[config.mk]
export PLATFORM = sky130hd
export DESIGN_NAME = muldiv_sequencer_flat
export DESIGN_NICKNAME = d
export VERILOG_FILES = /design/src/rtl/muldiv_sequencer_pkg.sv /design/src/rtl/muldiv_sequencer_if.sv /design/src/rtl/muldiv_sequencer_div_step.sv /design/src/rtl/muldiv_sequencer.sv /design/src/flat_wrapper.sv
export SDC_FILE = /design/constraint.sdc
export NUM_CORES = 1
export LEC_CHECK = 0
export BUFFER_PORTS_ARGS = -buffer_cell sky130_fd_sc_hd__clkbuf_2
export CAP_MARGIN = 15
export CORE_ASPECT_RATIO = 1.5
export CORE_MARGIN = 1
export CORE_UTILIZATION = 31
export CTS_BUF_LIST = sky130_fd_sc_hd__clkbuf_16
export DETAILED_ROUTE_END_ITERATION = 7
export HOLD_SLACK_MARGIN = 0.08
export PLACE_DENSITY = 0.52
export SYNTH_ARGS = -nofsm -noshare
export SYNTH_HDL_FRONTEND = slang
export SYNTH_SLANG_ARGS = --single-unit
[constraint.sdc]
create_clock -name clk -period 5.15 [get_ports clk]
set_clock_uncertainty 0.2 [all_clocks]
set_input_delay 0.7725 -clock clk [delete_from_list [all_inputs] [get_ports clk]]
set_output_delay 0.7725 -clock clk [all_outputs]
set_load 0.05 [all_outputs]
[src/rtl/muldiv_sequencer_pkg.sv]
// ============================================================================
//  Module  : muldiv_pkg
//  Desc    : Shared types and constants for the HI/LO multiply/divide
//            sequencer (state encoding, widths, special operand values).
//  Rev     : 1.0  initial release
// ============================================================================
`default_nettype none

package muldiv_pkg;

    localparam int DATA_W = 32;
    localparam int CNT_W  = $clog2(DATA_W) + 1;

    localparam logic [DATA_W-1:0] INT_MIN  = {1'b1, {(DATA_W-1){1'b0}}};
    localparam logic [DATA_W-1:0] ALL_ONES = {DATA_W{1'b1}};

    typedef enum logic [1:0] {
        IDLE = 2'd0,
        MULT = 2'd1,
        DIV  = 2'd2,
        FIN  = 2'd3
    } state_t;

endpackage

`default_nettype wire

[src/rtl/muldiv_sequencer_if.sv]
// ============================================================================
//  Module  : muldiv_sequencer_if
//  Desc    : Start/operand/result bundle between the main control FSM
//            (master) and the multiply/divide sequencer (slave).
//            Optional macro MULDIV_UNSIGNED_EN adds the is_unsigned signal.
//  Rev     : 1.0  initial release
// ============================================================================
`default_nettype none

interface muldiv_sequencer_if #(
    parameter int DATA_W = muldiv_pkg::DATA_W
) ();
    logic              start_mult;
    logic              start_div;
    logic [DATA_W-1:0] op_a;
    logic [DATA_W-1:0] op_b;
`ifdef MULDIV_UNSIGNED_EN
    logic              is_unsigned;
`endif
    logic              busy;
    logic              done;
    logic              div_zero;
    logic [DATA_W-1:0] hi;
    logic [DATA_W-1:0] lo;

`ifdef MULDIV_UNSIGNED_EN
    modport master (output start_mult, start_div, op_a, op_b, is_unsigned,
                    input  busy, done, div_zero, hi, lo);
    modport slave  (input  start_mult, start_div, op_a, op_b, is_unsigned,
                    output busy, done, div_zero, hi, lo);
`else
    modport master (output start_mult, start_div, op_a, op_b,
                    input  busy, done, div_zero, hi, lo);
    modport slave  (input  start_mult, start_div, op_a, op_b,
                    output busy, done, div_zero, hi, lo);
`endif

endinterface

`default_nettype wire

[src/rtl/muldiv_sequencer_div_step.sv]
// ============================================================================
//  Module  : div_step
//  Desc    : One restoring-division step on magnitudes: shift the next
//            dividend bit into the partial remainder and subtract the
//            divisor if it fits.
//  Rev     : 1.0  initial release
// ============================================================================
`default_nettype none

module div_step #(
    parameter int DATA_W = 32
) (
    input  logic [DATA_W-1:0] rem_i,
    input  logic              bit_i,
    input  logic [DATA_W-1:0] dvs_i,
    output logic [DATA_W-1:0] rem_o,
    output logic              q_o
);

    // Two guard bits: the shifted remainder can reach 2*divisor-1.
    logic [DATA_W+1:0] w_shift;
    logic [DATA_W+1:0] w_trial;

    // Trial subtraction; a clear borrow bit means the divisor fits.
    always_comb begin
        w_shift = {1'b0, rem_i, bit_i};
        w_trial = w_shift - {2'b00, dvs_i};
        q_o     = ~w_trial[DATA_W+1];
        rem_o   = q_o ? w_trial[DATA_W-1:0] : w_shift[DATA_W-1:0];
    end

endmodule

`default_nettype wire

[src/rtl/muldiv_sequencer.sv]
// ============================================================================
//  Module  : muldiv_sequencer
//  Desc    : Iterative signed MULT (radix-2 Booth) / DIV (restoring) engine
//            writing a 2*DATA_W result into HI/LO, with a divide-by-zero
//            event pulse. Optional macro MULDIV_UNSIGNED_EN enables
//            MULTU/DIVU via the is_unsigned interface signal.
//  Rev     : 1.0  initial release
// ============================================================================
`default_nettype none

module muldiv_sequencer #(
    parameter int DATA_W = muldiv_pkg::DATA_W
) (
    input  logic                clk,
    input  logic                reset,
    muldiv_sequencer_if.slave   bus
);
    import muldiv_pkg::*;

    state_t              state_q, state_d;
    logic [CNT_W-1:0]    cnt_q, cnt_d;
    // Product register: DATA_W+1 accumulator (one guard bit so -INT_MIN
    // is representable), DATA_W multiplier bits, one Booth history bit.
    logic [2*DATA_W+1:0] prod_q, prod_d, w_booth;
    logic [DATA_W:0]     mcand_q, mcand_d, w_upper;
    logic [DATA_W-1:0]   rem_q, rem_d, quo_q, quo_d, dvs_q, dvs_d;
    logic [DATA_W-1:0]   hi_q, hi_d, lo_q, lo_d;
    logic                mul_q, mul_d, corr_q, corr_d;
    logic                negq_q, negq_d, negr_q, negr_d;
    logic                done_q, done_d, dz_q, dz_d;
    logic [DATA_W-1:0]   w_rem_nx, w_a_mag, w_b_mag;
    logic                w_qbit, w_uns, w_a_neg, w_b_neg;
    logic [2*DATA_W-1:0] w_mres;

`ifdef MULDIV_UNSIGNED_EN
    assign w_uns = bus.is_unsigned;
`else
    assign w_uns = 1'b0;
`endif

    assign w_a_neg = ~w_uns & bus.op_a[DATA_W-1];
    assign w_b_neg = ~w_uns & bus.op_b[DATA_W-1];
    assign w_a_mag = w_a_neg ? (~bus.op_a + 1'b1) : bus.op_a;
    assign w_b_mag = w_b_neg ? (~bus.op_b + 1'b1) : bus.op_b;

    div_step #(.DATA_W(DATA_W)) u_div_step (
        .rem_i (rem_q),
        .bit_i (quo_q[DATA_W-1]),
        .dvs_i (dvs_q),
        .rem_o (w_rem_nx),
        .q_o   (w_qbit)
    );

    // Booth step: add/subtract multiplicand per bit pair, then arithmetic shift.
    always_comb begin
        w_upper = prod_q[2*DATA_W+1:DATA_W+1];
        case (prod_q[1:0])
            2'b01:   w_upper = prod_q[2*DATA_W+1:DATA_W+1] + mcand_q;
            2'b10:   w_upper = prod_q[2*DATA_W+1:DATA_W+1] - mcand_q;
            default: w_upper = prod_q[2*DATA_W+1:DATA_W+1];
        endcase
        w_booth = {w_upper[DATA_W], w_upper, prod_q[DATA_W:1]};
    end

    // Final product; unsigned mode folds back the weight of the multiplier MSB.
    always_comb begin
        w_mres = prod_q[2*DATA_W:1];
        if (corr_q) begin
            w_mres = prod_q[2*DATA_W:1] + {mcand_q[DATA_W-1:0], {DATA_W{1'b0}}};
        end
    end

    // Next-state, datapath and output-pulse logic.
    always_comb begin
        state_d = state_q;
        cnt_d   = cnt_q;
        prod_d  = prod_q;
        mcand_d = mcand_q;
        rem_d   = rem_q;
        quo_d   = quo_q;
        dvs_d   = dvs_q;
        hi_d    = hi_q;
        lo_d    = lo_q;
        mul_d   = mul_q;
        corr_d  = corr_q;
        negq_d  = negq_q;
        negr_d  = negr_q;
        done_d  = 1'b0;
        dz_d    = 1'b0;
        case (state_q)
            IDLE: begin
                if (bus.start_mult) begin
                    state_d = MULT;
                    cnt_d   = CNT_W'(DATA_W);
                    mul_d   = 1'b1;
                    mcand_d = {w_a_neg, bus.op_a};
                    prod_d  = {{(DATA_W+1){1'b0}}, bus.op_b, 1'b0};
                    corr_d  = w_uns & bus.op_b[DATA_W-1];
                end else if (bus.start_div) begin
                    if (bus.op_b == '0) begin
                        dz_d = 1'b1;
                    end else begin
                        state_d = DIV;
                        cnt_d   = CNT_W'(DATA_W);
                        mul_d   = 1'b0;
                        rem_d   = '0;
                        quo_d   = w_a_mag;
                        dvs_d   = w_b_mag;
                        negq_d  = w_a_neg ^ w_b_neg;
                        negr_d  = w_a_neg;
                    end
                end
            end
            MULT: begin
                prod_d = w_booth;
                cnt_d  = cnt_q - CNT_W'(1);
                if (cnt_q == CNT_W'(1)) state_d = FIN;
            end
            DIV: begin
                rem_d = w_rem_nx;
                quo_d = {quo_q[DATA_W-2:0], w_qbit};
                cnt_d = cnt_q - CNT_W'(1);
                if (cnt_q == CNT_W'(1)) state_d = FIN;
            end
            FIN: begin
                if (mul_q) begin
                    {hi_d, lo_d} = w_mres;
                end else begin
                    lo_d = negq_q ? (~quo_q + 1'b1) : quo_q;
                    hi_d = negr_q ? (~rem_q + 1'b1) : rem_q;
                end
                done_d  = 1'b1;
                state_d = IDLE;
            end
            default: state_d = IDLE;
        endcase
    end

    // State and datapath registers; reset aborts any operation in flight.
    always_ff @(posedge clk or negedge reset) begin
        if (!reset) begin
            state_q <= IDLE;
            cnt_q   <= '0;
            prod_q  <= '0;
            mcand_q <= '0;
            rem_q   <= '0;
            quo_q   <= '0;
            dvs_q   <= '0;
            hi_q    <= '0;
            lo_q    <= '0;
            mul_q   <= 1'b0;
            corr_q  <= 1'b0;
            negq_q  <= 1'b0;
            negr_q  <= 1'b0;
            done_q  <= 1'b0;
            dz_q    <= 1'b0;
        end else begin
            state_q <= state_d;
            cnt_q   <= cnt_d;
            prod_q  <= prod_d;
            mcand_q <= mcand_d;
            rem_q   <= rem_d;
            quo_q   <= quo_d;
            dvs_q   <= dvs_d;
            hi_q    <= hi_d;
            lo_q    <= lo_d;
            mul_q   <= mul_d;
            corr_q  <= corr_d;
            negq_q  <= negq_d;
            negr_q  <= negr_d;
            done_q  <= done_d;
            dz_q    <= dz_d;
        end
    end

    assign bus.busy     = (state_q != IDLE);
    assign bus.done     = done_q;
    assign bus.div_zero = dz_q;
    assign bus.hi       = hi_q;
    assign bus.lo       = lo_q;

endmodule

`default_nettype wire

[src/flat_wrapper.sv]
// flat-port wrapper written by rule: the top's interface ports become plain ports
module muldiv_sequencer_flat import muldiv_pkg::*;
#(
    parameter int DATA_W = muldiv_pkg::DATA_W
)
  (clk, reset, bus_start_mult, bus_start_div, bus_op_a, bus_op_b, bus_busy, bus_done, bus_div_zero, bus_hi, bus_lo);
  muldiv_sequencer_if #(.DATA_W(DATA_W)) bus_i ();
  input  logic clk;
  input  logic reset;
  input wire logic [$bits(bus_i.start_mult)-1:0] bus_start_mult;
  input wire logic [$bits(bus_i.start_div)-1:0] bus_start_div;
  input wire logic [$bits(bus_i.op_a)-1:0] bus_op_a;
  input wire logic [$bits(bus_i.op_b)-1:0] bus_op_b;
  output wire logic [$bits(bus_i.busy)-1:0] bus_busy;
  output wire logic [$bits(bus_i.done)-1:0] bus_done;
  output wire logic [$bits(bus_i.div_zero)-1:0] bus_div_zero;
  output wire logic [$bits(bus_i.hi)-1:0] bus_hi;
  output wire logic [$bits(bus_i.lo)-1:0] bus_lo;
  assign bus_i.start_mult = bus_start_mult;
  assign bus_i.start_div = bus_start_div;
  assign bus_i.op_a = bus_op_a;
  assign bus_i.op_b = bus_op_b;
  assign bus_busy = bus_i.busy;
  assign bus_done = bus_i.done;
  assign bus_div_zero = bus_i.div_zero;
  assign bus_hi = bus_i.hi;
  assign bus_lo = bus_i.lo;
  muldiv_sequencer #(.DATA_W(DATA_W)) u_core (.clk(clk), .reset(reset), .bus(bus_i));
endmodule
---- Yosys cells after proc, flatten, opt, wreduce, memory -nomap -nowiden ----
Index checks and enable logic that the tools add are counted.
operators by class
  add/sub/neg operators ................... 8
  $mul .................................... 0
  div/mod/pow operators ................... 0
  $lt $le $gt $ge ......................... 0
  equal/unequal tests ..................... 14
  shifts and indexed selects .............. 0
  mux-type cells .......................... 35
  bitwise operators ....................... 8
  reduce and logical (&&, ||, !) cells .... 15
operator list
  operator               number
  $mux 32                13
  $pmux 66 s2            1
  $add 32x1->32 const B  4
  $not 32->32            4
  $pmux 32 s2            2
  $mux 66                1
  $pmux 33 s2            1
  $sub 33x32->34         1
  $add 33x33->33         1
  $sub 33x33->33         1
  $logic_not 32->1       1
  $mux 6                 3
  $pmux 6 s2             1
  $ne 2x2->1 const B     5
  $reduce_bool 2->1      5
  $reduce_and 3->1       3
  $mux 1                 8
  $mux 2                 4
  $reduce_and 4->1       2
  $eq 2x2->1 const B     3
  $eq 6x1->1 const B     1
  $ne 3x3->1 const B     2
  $pmux 2 s3             1
  $sub 6x1->6 const B    1
  other kinds (7)        11
word-level totals
  register bits ........................... 271
  latch bits .............................. 0
  memory bits (writable) .................. 0
  ROM bits ................................ 0
  input bits .............................. 68
  output and inout bits ................... 67
  word-level logic and storage cells ...... 94
  memories ................................ 0

---- Longest topological paths before layout ----
Gate-level depths: netlist of the first run.
  depth in word-level cells ............... 7
  depth in mapped cells ................... 19
  gate-level depth less buffers ........... 18

---- By module ----
Synthesis of the first run repeated with hierarchy kept, for this count alone.
second synthesis, totals
  cell total of the unflattened synthesis .. 2168
  area, all modules ....................... 18868.1 um^2
by module, submodules not included
  module            times used  cells each  area an instance (um^2)  sequential area each (um^2)
  muldiv_sequencer  1           1841        16464.5                  6756.5
  div_step          1           327         2403.6                   0.0

---- Least setup slack after synthesis of the first run ----
OpenSTA, ideal clock, no wires.
  kind .................................... flip-flop to flip-flop
  start ................................... reg u_core.mcand_q[7]
  end ..................................... reg u_core.prod_q[64]
  library setup time ...................... 0.131 ns
  arrival time ............................ 3.907 ns
  data required time ...................... 4.819 ns
  setup slack ............................. 0.911 ns
  stages on the path, launching flop included .. 17
  buffers on the path ..................... 0
  clock period less this slack ............ 4.239 ns
  path through ............................ dfrtp_1 > or4_1 > nor4_1 > nand2_1 > nor4_1 > nand2_1 > nor3_1 > nor2_1 > xnor2_1 > ha_1 > inv_1 > nor2_1 > or4_1 > o21a_1 > a221oi_1 > xor2_1 > o22ai_1
between the ends
  word-level cells in the longest chain between the ends .. 3
  elaborated cells between the ends (all ways) .. 4
  classes of those cells .................. add/sub (2); mux (2)
RTL lines
  what                                              RTL line                                        RTL
  start: declaration                                muldiv_sequencer.sv:25                          logic [DATA_W:0] mcand_q, mcand_d, w_upper;
  start signal: assignment                          muldiv_sequencer.sv:161                         mcand_q <= mcand_d;
  $sub 33x33->33 or $add 33x33->33 (tied branches)  muldiv_sequencer.sv:59, muldiv_sequencer.sv:58
  $pmux 33 s2 *                                     muldiv_sequencer.sv:57                          case (prod_q[1:0])
  $pmux 66 s2 *                                     muldiv_sequencer.sv:90                          case (state_q)
  end signal: assignment                            muldiv_sequencer.sv:160                         prod_q <= prod_d;
  end: declaration                                  muldiv_sequencer.sv:24                          logic [2*DATA_W+1:0] prod_q, prod_d, w_booth;
Mark *: on every way between the ends. The rest lies on a longest branch, timed or not.
A chain may end at the register's enable or synchronous reset.

---- Worst setup path after layout of the first run ----
Same ends and word-level chain as after synthesis.

==> results of run 1 <==
==> worst paths after layout <==
path	start	end	slack (ns)	cells past startpoint
worst max-delay path	u_core.mcand_q[7]	u_core.prod_q[64]	0.42	16
worst min-delay path	bus_start_div	u_core.bus.div_zero	0.26	3
worst max register to register	u_core.mcand_q[7]	u_core.prod_q[64]	0.42	16
worst min register to register	u_core.dvs_q[8]	u_core.dvs_q[8]	0.28	2
max in group asynchronous	reset	u_core.mcand_q[8]	3.05	3
min in group asynchronous	reset	u_core.bus.hi[21]	0.59	2
==> critical path, stage by stage (launching register included) <==
cell and delay, ns:
dfrtp_1 0.40, or4_1 0.59, nor4_1 0.24, and2_1 0.27, a21oi_1 0.11, xnor2_1 0.15, ha_1 0.40, a21o_1 0.24
a21o_1 0.17, a21oi_1 0.23, o21ai_0 0.15, a221oi_1 0.47, nor3_1 0.12, o21a_1 0.25, a221oi_1 0.31, xor2_1 0.18
o22ai_1 0.09
==> synthesized netlist by cell type (26+ instances only) <==
| cell type | number |
|---|---|
| a21o_1 | 29 |
| clkbuf_1 | 91 |
| xor2_1 | 121 |
| mux2i_1 | 46 |
| inv_1 | 71 |
| xnor2_1 | 86 |
| o31ai_1 | 42 |
| nor3_1 | 26 |
| nand2_1 | 297 |
| nor2_1 | 161 |
| o21ai_0 | 269 |
| a21oi_1 | 164 |
| dfrtp_1 | 270 |
| ha_1 | 76 |
| mux2_2 | 87 |
==> registers in the layout, indices dropped and copies added, names as in the netlist, 2 cells and up <==
signal	cells
u_core.bus.hi	32
u_core.bus.lo	32
u_core.cnt_q	6
u_core.dvs_q	32
u_core.mcand_q	32
u_core.prod_q	65
u_core.quo_q	32
u_core.rem_q	32
u_core.state_q	2
==> per-layer routing <==
| metal | vias up | part of all wire, % | GRT usage [%] | routed length [µm] |
|---|---|---|---|---|
| met1 | 7597 | 41 | 23.19 | 23710 |
| met2 | 307 | 53 | 36.46 | 30930 |
| met4 | 0 | 3.4 | 6.907 | 1984 |
| met5 | - | 0 | 0 | 0 |
| met3 | 83 | 3.2 | 1.924 | 1891 |
| li1 | 7646 | - | - | - |
==> power groups by stage <==
stage	clock network, mW	logic (mW)	registers, mW
after detailed placement	0	10.1	4.38
after global routing	2.17	11.2	4.50
after CTS	2.09	10.2	4.35
after global placement	0	10.0	4.35
final	2.03	10.1	4.35
after floorplan	0	7.02	4.59
==> area by class of cell <==
class | count | area share [%]
Antenna cell | 2 | 0.02439
Clock buffer | 29 | 3.536
Clock inverter | 23 | 0.8353
Inverter | 73 | 1.335
Multi-Input combinational cell | 1669 | 52.28
Sequential cell | 270 | 32.94
Tap cell | 770 | 4.695
Timing Repair Buffer | 157 | 4.353
==> kinds of logic after synthesis <==
kind of cell,synth area share [%]
AOI/OAI and AO/OA,20.29
xor gates and xnor gates,10.01
adders and majority gates,5.472
buffers and inverters,3.752
DFF,37.31
muxes,7.953
and+or+nand+nor,15.21
==> layout by cell type (no fill, tap or decap), types with 5 or more instances in the layout <==
master and count:
o22ai_1 6, a31oi_1 15, clkbuf_2 133, mux2i_1 46, o21bai_1 9, ha_1 73, a22o_1 10, a21o_1 29
xor2_1 121, nor2b_1 11, nand4_1 12, nor4_1 13, o21ai_0 269, dfrtp_1 269, mux2_2 87, clkinv_1 6
or3_1 19, a21oi_1 164, nor3_1 26, nand2b_1 11, o31ai_1 42, o211ai_1 8, clkbuf_16 29, a221oi_1 5
or4_1 22, clkinv_2 6, xnor2_1 86, or2_2 6, nand3_1 23, o41ai_1 14, buf_4 19, nand2_1 297
a22oi_1 17, and2_1 6, a21boi_0 5, o21a_1 8, nor2_1 161, inv_1 78, a211oi_1 8
==> key figures, run 1 <==
Synth
  – Mapped Avg Cell Area: 8.546 µm²
  – Gate Count Post-Synth: 2119
  – Most used DFF post-synth: dfrtp_1
  – Mapped cell area: 0.01811 mm²
  – Area leader, netlist: dfrtp_1
  – Register area share after synthesis: between 30% and 40%
  – Ys async rst share: 100.0%
  – Syn Nets: 2265
  – Yosys top cell area share: between 30% and 40%
  – Number of flops mapped to enable cells by yosys: 0
  – Ys Warns: 0
  – Yosys reg bits: between 200 and 300
  – Post-synthesis cell type count: 60
  – Main area contributors after synthesis: dfrtp_1, o21ai_0, nand2_1

Final layout
  – Area Growth Syn to Fin: 13.33%
  – Finished Core Util: 35.48%
  – Nets: ~2300
  – Final cell count without fillers: ~3000
  – Fill cells: 6085
  – Multi-input logic area: 0.01073 mm²
  – Share of layout cells above drive strength 1: between 10% and 20%
  – Final Cell Area: 0.02052 mm²
  – Register area: 0.006760 mm²

CTS
  – H-tree Lvls: 1
  – CTS tree: built
  – Post-cts gate resize count: 0
  – Max Buffers Root-to-Sink: 3
  – Num CTS Buffers: 29
  – Post-CTS Hold Buffers: 1
  – Setup Buffers After CTS: 0
  – Clock Sinks: 270
  – Reg clk slew, reported paths: 0.06 ns
  – Skew-Pair Late Insertion Delay: 0.59 ns
  – Clock root cell: clkbuf_16

Critical path
  – CP Class: flip-flop to flip-flop
  – Worst setup SP type: flip-flop
  – Required time worst endpoint: 5.38 ns
  – Worst Setup End Kind: flip-flop
  – Worst Path Arrival: 4.96 ns
  – Critical path peak fanout: 9

Pwr
  – Combinational cell fraction of total power: a little over 60%
  – Flop pwr share: 26.4%
  – Switching Power: between 8 and 9 mW
  – Internal Pwr Total: just over 8 mW
  – Sw frac: between 50% and 60%
  – Leakage: approximately 9.0 nW
  – Clock power frac: ~12%
  – Maximum vdd drop: 0.3110 mV
  – Pwr dens: 803.4 mW/mm²
  – Total power: 16.49 mW

Run status
  – Status: complete, no violations

GRT
  – Final global-route overflow total: 0
  – Pin count of the biggest net entering global routing: 99
  – Number of global-route vias before repair: 15483
  – Antenna violations before repair: 2
  – Gr usage total: 19.70%
  – First-pass GRT wire length: 90740 µm

Place
  – RD Place Congestion: 0.8918
  – Worst slack, placed: 0.4266 ns
  – Post-DP Area: 0.01961 mm²
  – Detailed placement HPWL: 46090 µm
  – Inst Count DP: 2938
  – PortBufs: 134

Route
  – Starting DRC count in detailed routing: 863
  – DRC: 0
  – WL/cell: 19.55 µm
  – Final wirelength: around 60000 µm
  – Via count: approximately 16000
  – Via density: about 5.2
  – Drt first pass iters: 5
  – Detail Route Antenna Nets: 0

STA
  – Hold WS: 0.2607 ns
  – Achievable Freq: 211.3 MHz
  – Slew margin rel.: a little over a third
  – Final hold vios: 0
  – Post-route setup TNS: 0 ns
  – Slew Viols, Final: 0
  – RSZ-0062 raised after global routing: no
  – Worst-margin pin slew: slightly below 1 ns
  – Final WS setup: 0.4182 ns
  – Tcrit/Tclk final: approximately nine tenths
  – Min Tclk post-route: 4.732 ns
  – Final setup viols: 0

Floorplanning
  – Cell Rows: 108
  – Starting Density: a little under a third
  – Die height: between 200 and 300 µm
  – Core Region: 0.05784 mm²
  – Die ar.: 0.05941 mm²
  – Top Ports: about 140
  – Chip Width: 199.3 µm

Hold path
  – Hold WC Path Type: primary input to flip-flop

Job
  – Max_cap viols: 0
(Power assumes the default switching activity.)
==> run 2: changes to the inputs <==
- RECOVER_POWER: unset -> 25
==> key figures, run 2 (synthesized netlist as in run 1, its figures left out) <==
Route
  – Via density: 5.220 (about the same)
  – Final wirelength: 58410 µm (-0.18%)
  – WL/cell: 19.52 µm (-0.18%)
  – Drt first pass iters: 6 (+1)
  – DRC: 0 (unchanged)
  – Detail Route Antenna Nets: 0 (unchanged)
  – Via count: 15622 (-0.070%)
  – Starting DRC count in detailed routing: 851 (-1.4%)

Hold path
  – Hold WC Path Type: primary input to flip-flop

STA
  – Slew Viols, Final: 219 (+219)
  – Final hold vios: 0 (unchanged)
  – Post-route setup TNS: 0 ns (unchanged)
  – Min Tclk post-route: 4.723 ns (-0.008754 ns)
  – Achievable Freq: 211.7 MHz (+0.19%)
  – Worst-margin pin slew: 2.634 ns (+1.660 ns)
  – Tcrit/Tclk final: 91.71% (-0.17 points)
  – Slew margin rel.: -75.61% (-110 points)
  – RSZ-0062 raised after global routing: no
  – Final setup viols: 0 (unchanged)

Run status
  – Failing checks: max-capacitance violations, max-slew violations
  – Status: finished with violations

CTS
  – Reg clk slew, reported paths: 0.06 ns (about the same)
  – Clock root cell: clkbuf_16
  – Clock Sinks: 270 (unchanged)
  – Skew-Pair Late Insertion Delay: 0.59 ns (about the same)
  – Num CTS Buffers: 29 (unchanged)
  – Max Buffers Root-to-Sink: 3 (unchanged)
  – CTS tree: built
  – Post-cts gate resize count: 0 (unchanged)
  – H-tree Lvls: 1 (unchanged)

Floorplanning
  – Top Ports: 135 (unchanged)
  – Die ar.: 0.05941 mm² (unchanged)
  – Starting Density: 31.31% (unchanged)
  – Cell Rows: 108 (unchanged)
  – Die height: 298.0 µm (unchanged)
  – Chip Width: 199.3 µm (unchanged)
  – Core Region: 0.05784 mm² (unchanged)

Pwr
  – Internal Pwr Total: 8.080 mW (about the same)
  – Switching Power: 8.400 mW (about the same)
  – Sw frac: 50.97% (about the same)
  – Flop pwr share: 26.4% (about the same)
  – Pwr dens: 804.2 mW/mm² (+0.10%)
  – Leakage: 9.005 nW (about the same)
  – Clock power frac: 12.4% (about the same)
  – Combinational cell fraction of total power: 61.3% (about the same)
  – Maximum vdd drop: 0.3109 mV (about the same)

Final layout
  – Area Growth Syn to Fin: 13.16%
  – Register bank with the most flops: u_core.prod_q
  – Commonest non-fill, non-tap cell in the layout: nand2_1
  – Final Cell Area: 0.02049 mm² (-0.15%)
  – Commonest non-fill, non-tap cells in the layout: nand2_1, dfrtp_1, o21ai_0, a21oi_1, nor2_1
  – Max FFs per register: 65 (unchanged)
  – Share of layout cells above drive strength 1: 13.69% (-0.14 points)
  – Nets: 2346 (unchanged)

Job
  – Max_cap viols: 3 (+3)

Critical path
  – Critical path peak fanout: 9 (unchanged)
  – Worst Setup End Kind: flip-flop
  – CP Class: flip-flop to flip-flop
  – Worst setup SP type: flip-flop
  – Required time worst endpoint: 5.38 ns (about the same)
  – Worst Path Arrival: 4.95 ns (about the same)

GRT
  – First-pass GRT wire length: 90740 µm (unchanged)
  – Gr usage total: 19.70% (unchanged)
  – Number of global-route vias before repair: 15483 (unchanged)
  – Antenna violations before repair: 2 (unchanged)
  – Pin count of the biggest net entering global routing: 99 (unchanged)
  – Final global-route overflow total: 0 (unchanged)

Place
  – PortBufs: 134 (unchanged)
  – Post-DP Area: 0.01961 mm² (unchanged)
  – Detailed placement HPWL: 46090 µm (unchanged)
  – RD Place Congestion: 0.8918 (unchanged)
## run 2: cell count changes in the layout (fill, tap and decap cells not counted)
cell / before / now
dfrtp_1: 269 / 270
ha_1: 73 / 74
clkbuf_1: 0 / 1
buf_4: 19 / 18
dfrtp_4: 1 / 0
ha_4: 1 / 0
clkbuf_2: 133 / 134
buf_8: 1 / 0
## run 2: layout make-up
class | instances | area, µm²
multi-input cells | 1669 | 10720
inverters | 73 | 274.0
repair buffers | 157 | 879.6
diodes | 2 | 5.005
clock buffers | 29 | 725.7
well taps | 770 | 963.4
clock inverters | 23 | 171.4
flip-flops and latches | 270 | 6756
fillers | 6092 | 37340
## run 2: through the flow
step | cells | setup WS [ns] | hold WS (ns) | utilization, % | total power, mW
2_1_floorplan | 2119 | 0.9112 | 0.2485 | - | 11.60
3_3_place_gp | 2938 | 0.4729 | 0.2681 | 33.91 | 14.40
3_5_place_dp | 2938 | 0.4266 | 0.2741 | 33.91 | 14.51
4_1_cts | 2991 | 0.4253 | 0.2445 | 35.48 | 16.61
5_1_grt | 2993 | 0.1200 | 0.2551 | 35.43 | 17.87
6_report | 2993 | 0.4269 | 0.2617 | 35.43 | 16.48
## run 2: path summary, 6_finish.rpt
check                                  start                  end  slack, ns  cells past startpoint
max                        u_core.mcand_q[7]    u_core.prod_q[64]       0.43                     16
min                            bus_start_div  u_core.bus.div_zero       0.26                      3
max reg2reg                u_core.mcand_q[7]    u_core.prod_q[64]       0.43                     16
min reg2reg                  u_core.dvs_q[8]      u_core.dvs_q[8]       0.28                      2
max in group asynchronous              reset    u_core.mcand_q[8]       1.71                      3
min in group asynchronous              reset    u_core.bus.hi[21]       1.30                      2
## run 2: critical path, cell delays in order, from the launching register on
cell,delay [ns]
dfrtp_1,0.40
or4_1,0.58
nor4_1,0.24
and2_1,0.27
a21oi_1,0.11
xnor2_1,0.15
ha_1,0.40
a21o_1,0.24
a21o_1,0.17
a21oi_1,0.23
o21ai_0,0.15
a221oi_1,0.48
nor3_1,0.12
o21a_1,0.26
a221oi_1,0.31
xor2_1,0.18
o22ai_1,0.09
## run 2: layer usage
metal,GRT usage [%],wire length (µm),vias up
li1,-,-,7644
met1,23.19,23700,7584
met2,36.46,30960,313
met3,1.924,1831,81
met4,6.907,1926,0
met5,0,0,-
## run 2: what timing repair did
action | in CTS | in global routing
setup buffers | 0 | 0
hold buffers | 1 | 0
hold endpoints to repair | 23 | 0
## run 2: power groups by stage
| stage | clock network (mW) | registers (mW) | logic (mW) |
|---|---|---|---|
| after global routing | 2.17 | 4.49 | 11.2 |
| after CTS | 2.09 | 4.35 | 10.2 |
| after global placement | 0 | 4.35 | 10.0 |
| final | 2.04 | 4.35 | 10.1 |
| after detailed placement | 0 | 4.38 | 10.1 |
| after floorplan | 0 | 4.59 | 7.02 |
